## config.mk

```make
export PLATFORM = sky130hd
export DESIGN_NAME = volume_bar_renderer
export DESIGN_NICKNAME = d
export VERILOG_FILES = /design/src/rtl/volume_bar_renderer.sv
export SDC_FILE = /design/constraint.sdc
export NUM_CORES = 1
export LEC_CHECK = 0
export CELL_PAD_IN_SITES_DETAIL_PLACEMENT = 0
export CELL_PAD_IN_SITES_GLOBAL_PLACEMENT = 2
export CORE_UTILIZATION = 34
export DETAILED_ROUTE_END_ITERATION = 7
export PLACE_DENSITY_LB_ADDON = 0.1
export SLEW_MARGIN = 20
export SYNTH_ARGS = -nofsm -noshare
export SYNTH_HDL_FRONTEND = slang
export SYNTH_SLANG_ARGS = --single-unit
export TNS_END_PERCENT = 30
```

## constraint.sdc

```tcl
create_clock -name clk -period 5.5 [get_ports clk]
set_clock_uncertainty 0.2 [all_clocks]
set_input_delay 1.65 -clock clk [delete_from_list [all_inputs] [get_ports clk]]
set_output_delay 1.65 -clock clk [all_outputs]
set_load 0.02 [all_outputs]
```

## src/rtl/volume_bar_renderer.sv

```systemverilog
// volume_bar_renderer: 2-stage OLED pixel shader for a 15-segment volume bar with peak hold and border.
module volume_bar_renderer #(
  parameter int BAR_X0           = 40,
  parameter int BAR_X1           = 55,
  parameter int PEAK_HOLD_FRAMES = 30,
  parameter int DECAY_FRAMES     = 4
) (
  input  logic        clk,
  input  logic        rst,
  input  logic [12:0] pixel_index,
  input  logic        frame_begin,
  input  logic [3:0]  level,
  input  logic        level_valid,
  input  logic        border_en,
  input  logic [15:0] back_col,
  input  logic [15:0] low_col,
  input  logic [15:0] med_col,
  input  logic [15:0] high_col,
  input  logic [15:0] border_col,
  output logic [15:0] pixel_data
);
  localparam int HW = $clog2(PEAK_HOLD_FRAMES + 1);
  localparam int DW = $clog2(DECAY_FRAMES + 1);
  localparam logic [6:0] X0 = 7'(BAR_X0);
  localparam logic [6:0] X1 = 7'(BAR_X1);
  logic [3:0] pend_q, pend_d, act_q, act_d, peak_q, peak_d;
  logic [HW-1:0] hold_q, hold_d;
  logic [DW-1:0] dec_q, dec_d;
  logic [15:0] back_q, low_q, med_q, high_q, bord_q;
  logic bord_en_q;
  logic [6:0] x_q, y_q, x_d, y_d;
  logic oob_q, oob_d;
  logic [15:0] pix_q, pix_d;
  logic [6:0] d;
  logic [4:0] s;
  logic seg, edge_px;
  logic [15:0] seg_col;
  assign y_d   = 7'(pixel_index / 13'd96);
  assign x_d   = 7'(pixel_index % 13'd96);
  assign oob_d = pixel_index >= 13'd6144;
  assign pend_d = level_valid ? level : pend_q;
  assign act_d  = frame_begin ? (level_valid ? level : pend_q) : act_q;
  // Peak tracks the freshly latched level so it can never sit below the drawn bar.
  always_comb begin
    peak_d = peak_q;
    hold_d = hold_q;
    dec_d  = dec_q;
    if (frame_begin) begin
      if (act_d >= peak_q) begin
        peak_d = act_d;
        hold_d = HW'(PEAK_HOLD_FRAMES);
        dec_d  = '0;
      end else if (hold_q != '0) begin
        hold_d = hold_q - 1'b1;
      end else if (dec_q == DW'(DECAY_FRAMES - 1)) begin
        peak_d = (peak_q == 4'd0) ? 4'd0 : peak_q - 4'd1;
        dec_d  = '0;
      end else begin
        dec_d = dec_q + 1'b1;
      end
    end
  end
  // Each segment is 3 rows tall with a 1-row gap where d[1:0] == 3.
  assign d       = 7'd66 - y_q;
  assign s       = d[6:2];
  assign seg     = x_q >= X0 && x_q <= X1 && s >= 5'd1 && s <= 5'd15 && d[1:0] != 2'd3;
  assign seg_col = s <= 5'd5 ? low_q : s <= 5'd10 ? med_q : high_q;
  assign edge_px = bord_en_q && (x_q == 7'd0 || x_q == 7'd95 || y_q == 7'd0 || y_q == 7'd63);
  assign pix_d   = oob_q ? back_q :
                   edge_px ? bord_q :
                   (seg && (s <= {1'b0, act_q} || (s == {1'b0, peak_q} && peak_q != 4'd0))) ? seg_col :
                   back_q;
  always_ff @(posedge clk) begin
    if (rst) begin
      pend_q    <= '0;
      act_q     <= '0;
      peak_q    <= '0;
      hold_q    <= '0;
      dec_q     <= '0;
      back_q    <= '0;
      low_q     <= '0;
      med_q     <= '0;
      high_q    <= '0;
      bord_q    <= '0;
      bord_en_q <= 1'b0;
      x_q       <= '0;
      y_q       <= '0;
      oob_q     <= 1'b0;
      pix_q     <= '0;
    end else begin
      pend_q <= pend_d;
      act_q  <= act_d;
      peak_q <= peak_d;
      hold_q <= hold_d;
      dec_q  <= dec_d;
      if (frame_begin) begin
        back_q    <= back_col;
        low_q     <= low_col;
        med_q     <= med_col;
        high_q    <= high_col;
        bord_q    <= border_col;
        bord_en_q <= border_en;
      end
      x_q   <= x_d;
      y_q   <= y_d;
      oob_q <= oob_d;
      pix_q <= pix_d;
    end
  end
  assign pixel_data = pix_q;
endmodule

```

-- Word-level counts from Yosys, hierarchy flattened
Index checks and enable logic that the tools add are counted.
Widths: inputs -> output; s select.
- bits in registers: 132
- bits of input ports: 102
- output and inout bits: 16
- logic and storage cells: 73
- add/sub/neg operators: 4
- divide/modulo/power cells: 2
- magnitude comparators: 9
- equality and inequality tests: 6
- multiplexer cells: 16
- reductions and logical operators: 21
- operator list (cell ; count):
    $mux 16 ; 5
    $mux 4 ; 6
    $logic_not 7->1 ; 2
    $div 13x7->13 const B ; 1
    $ge 13x13->1 const B ; 1
    $mod 13x7->13 const B ; 1
    $le 5x4->1 const B ; 2
    $mux 5 ; 2
    $mux 3 ; 3
    $eq 7x6->1 const B ; 1
    $eq 7x7->1 const B ; 1
    $ge 7x6->1 const B ; 1
    $le 7x6->1 const B ; 1
    $logic_and 1x1->1 ; 7
    $sub 7x7->7 const A ; 1
    $eq 5x4->1 ; 1
    $ge 5x1->1 const B ; 1
    $le 5x3->1 const B ; 1
    $le 5x4->1 ; 1
    $reduce_bool 5->1 ; 1
    $sub 5x1->5 const B ; 1
    $ge 4x4->1 ; 1
    $logic_not 4->1 ; 1
    $logic_or 1x1->1 ; 4
    8 further kinds ; 11

-- Depth between registers and ports, before layout
- depth after elaboration: 9
- depth in mapped cells: 13
- mapped depth without buffers: 11

-- Worst setup path after synthesis
Ideal clock, no wire load.
- kind: input to register
- start point: in level_valid
- end point: reg hold_q[2]
- library setup time: 0.128 ns
- data arrival time: 3.842 ns
- required time: 5.172 ns
- path slack: 1.330 ns
- cell stages on the path: 13
- buffers on the path: 2
- cell sequence: clkbuf_1 mux2i_1 nand2_1 o21ai_0 ha_1 nand2b_1 a21o_1 a21o_1 a21oi_1 buf_1 o21ai_0 a22oi_1 nor2_1
- word-level cells in the longest chain between the ends: 5
- elaborated cells on any way between the ends: 6
- those cells by class: 1 x order compare; 3 x mux; 2 x reduce/logical
- RTL lines (element ; line ; text):
    start, declared ; 13 ; input logic level_valid,
    $mux 4 * (2 in series) ; 42 ; assign act_d = frame_begin ? (level_valid ? level : pend_q) : act_q;
    $ge 4x4->1 * ; 49 ; if (act_d >= peak_q) begin
    $reduce_bool 2->1 (no source line) ; -- ;
    $reduce_and 2->1 (no source line) ; -- ;
    end signal, assigned ; 94 ; hold_q <= hold_d;
    end, declared ; 27 ; logic [HW-1:0] hold_q, hold_d;
Mark *: on every way between the ends. The rest lies on a longest branch, timed or not.
A chain may end at the register's enable or synchronous reset.

-- Worst setup path in the final report
Same ends and word-level chain as after synthesis.

==> metrics.txt <==
outcome finished clean; final layout net count 932; number of flops mapped to enable cells by yosys 0; Tightest Pin Transition roughly 1000 ps; port bufs roughly 120; CP Data Required Time between 5000 and 6000 ps; most frequently used flop master after synthesis dfxtp_1; initial core utilization 0.348; upper clock frequency limit approximately 0.23 GHz; FFs w/ async S/R, synth 0; height of the die between 100 and 150 um; area of the core around 19,000 um^2; power density relative to cell area ~320 nW/um^2; I/O pin total between 100 and 150; number of slew-limit violations in the final report 0; Syn Inst Count 735; Ys Warns 0; flip-flop and latch count after synthesis approximately 130; time the final worst path needs with I/O delays and setup 4300 ps; diode insertion count for antenna repair 0; Min-Delay Path Class reg2reg; WS Path Type in2reg; synthesized area ~6600 um^2; HPWL after detailed placement ~12,000 um; highest ir drop seen on vdd between 0.2 and 0.25 mV; sink count of the clock tree ~130; Comb power frac 0.173; Crit path arrival time ~4400 ps; TritonCTS buffer count 17; internal portion of total power approximately 0.002 W; total die area 19,800 um^2; Syn Area/Cell 8.92 um^2; switching power roughly 0.00073 W; final clock period utilization by the worst path 0.782; number of hold buffers added after cts 0; via count between 5,000 and 6,000; portion of total power attributed to the clock network 0.438; clock tree from TritonCTS yes; Detailed Routing Iterations Pass 1 4; cell chosen for the clock root clkbuf_16; number of antenna violations at the first check in global routing 1; final-report hold violation count 0; fraction of layout cells with a size suffix above 1 0.0745; Area Growth Syn to Fin 29.3%; Post CTS Setup Buffer Count 0; critical path startpoint category input pin; number of cell rows 50; standby leakage power between 3 and 4 nW; largest net degree at the start of global routing 80; H-tree Lvls 4; via count of the first global-routing pass between 5,000 and 6,000; number of fill cells around 1,800; max-capacitance violation count 0; headroom to the max-slew limit 0.302; clock transition at the registers of the reported paths 60 ps; global route overflow 0; Final Routed Wirelength between 15,000 and 20,000 um; final core occ 0.450; # resized after CTS 0; type of destination of the critical path flip-flop; DR vias/cell 4.81; unrepaired setup endpoints after global routing no; sequential fraction of the synthesis area 0.403; post-synthesis net count approximately 850; fraction of power spent switching nets 0.265; wire length of the first global-routing pass between 20,000 and 30,000 um; number of setup violations in the final report 0; commonest non-fill, non-tap cell in the layout nor2_1; die width between 100 and 150 um; largest buffer count on any clock path 2; count of different cell masters after synthesis 64; Antenna Nets Post-Route 0; Clk Latency, worst-skew pair around 420 ps; total negative slack for setup checks 0 ps; sequential fraction of design power 0.389; most frequent cells in the layout 136 x nor2_1, 132 x dfxtp_1, 123 x mux2i_1; largest fanout of any net on the critical path 8; Total GRT Usage 0.174; post-detailed-route DRC marker count 0; Starting DRT DRC Count 228; detail-routed net length per standard cell 15.1 um; Final GP Congestion around 0.76
[power groups by stage]
stage	Clock (W)	Combinational, W	Sequential (W)
after floorplan	0	0.000319	0.00108
after global placement	0	0.000468	0.00109
after detailed placement	0	0.000477	0.00109
after CTS	0.00123	0.000480	0.00107
after global routing	0.00128	0.000528	0.00108
final	0.00120	0.000475	0.00107
[synthesized netlist by cell type, types with 5 or more instances]
library cell | instances | area [um^2]
a211oi_1 | 9 | 67.6
a21o_1 | 5 | 37.5
a21oi_1 | 32 | 160
a221oi_1 | 10 | 87.6
a221oi_2 | 10 | 150
buf_1 | 8 | 30.0
buf_2 | 15 | 75.1
clkbuf_1 | 33 | 124
dfxtp_1 | 132 | 2640
ha_1 | 11 | 138
inv_1 | 29 | 109
mux2i_1 | 123 | 1230
nand2_1 | 37 | 139
nand2b_1 | 10 | 62.6
nor2_1 | 136 | 510
nor2b_1 | 13 | 81.3
nor3_1 | 11 | 55.1
nor3b_1 | 5 | 37.5
o21a_1 | 5 | 37.5
o21ai_0 | 27 | 135
xnor2_1 | 8 | 70.1
xor2_1 | 6 | 52.6
[critical path, stage by stage]
cell             delay (ps)
clkdlybuf4s50_1         590
mux2i_1                 270
nand2_1                  70
o21ai_0                 140
ha_1                    280
nand2b_1                130
a21o_1                  170
a21o_1                  180
a21oi_1                 300
buf_4                   230
o21ai_0                  90
a22oi_1                 210
nor2_1                   60
[cell type report]
class                      count  area (um^2)  share of cell area
clock buffer                  18          429              0.0506
clock inverter                14          203              0.0239
timing repair buffer         125         1230               0.145
multi-input combinational    514         3540               0.418
inverter                      29          109              0.0128
tap                          260          325              0.0384
sequential                   132         2640               0.312
[cells by family after synthesis]
logic type	synth area share
AO/OA/AOI/OAI	0.145
XOR/XNOR	0.0187
adder cells (fa/ha/maj)	0.0210
buffers and inverters	0.0586
flip-flops	0.403
multiplexers	0.188
AND/OR/NAND/NOR	0.166
[metrics by stage]
| stage | setup slack (ps) | instances | total power [W] | hold slack (ps) | area [um^2] |
|---|---|---|---|---|---|
| floorplan | 1330 | 735 | 0.00140 | 227 | 6560 |
| CTS | 1150 | 1092 | 0.00278 | 253 | 8470 |
| global placement | 795 | 1060 | 0.00156 | 240 | 7840 |
| detailed placement | 721 | 1060 | 0.00157 | 242 | 7840 |
| global route | 919 | 1092 | 0.00289 | 287 | 8480 |
| finish | 1200 | 1092 | 0.00275 | 249 | 8480 |
[metal layers]
layer | share of wire | track usage
met5 | 0.00073 | 0
met4 | 0.0088 | 0.0515
met3 | 0.036 | 0.0404
met2 | 0.42 | 0.254
met1 | 0.54 | 0.253
[final timing paths]
kind	startpoint	end	slack (ps)	depth (start not counted)
max reg2reg	y_q[1]	pixel_data[0]	2380	9
max	level_valid	hold_q[2]	1200	13
min	dec_q[2]	dec_q[2]	250	2
min reg2reg	dec_q[2]	dec_q[2]	250	2
[sequential cells by signal, summed over array words and instances (netlist names), 4 cells and up]
name / cells
act_q: 4
x_q: 7
hold_q: 5
pixel_data: 16
peak_q: 4
bord_q: 16
pend_q: 4
y_q: 7
low_q: 16
high_q: 16
back_q: 16
med_q: 16
Power figures use the tool's default switching activity.
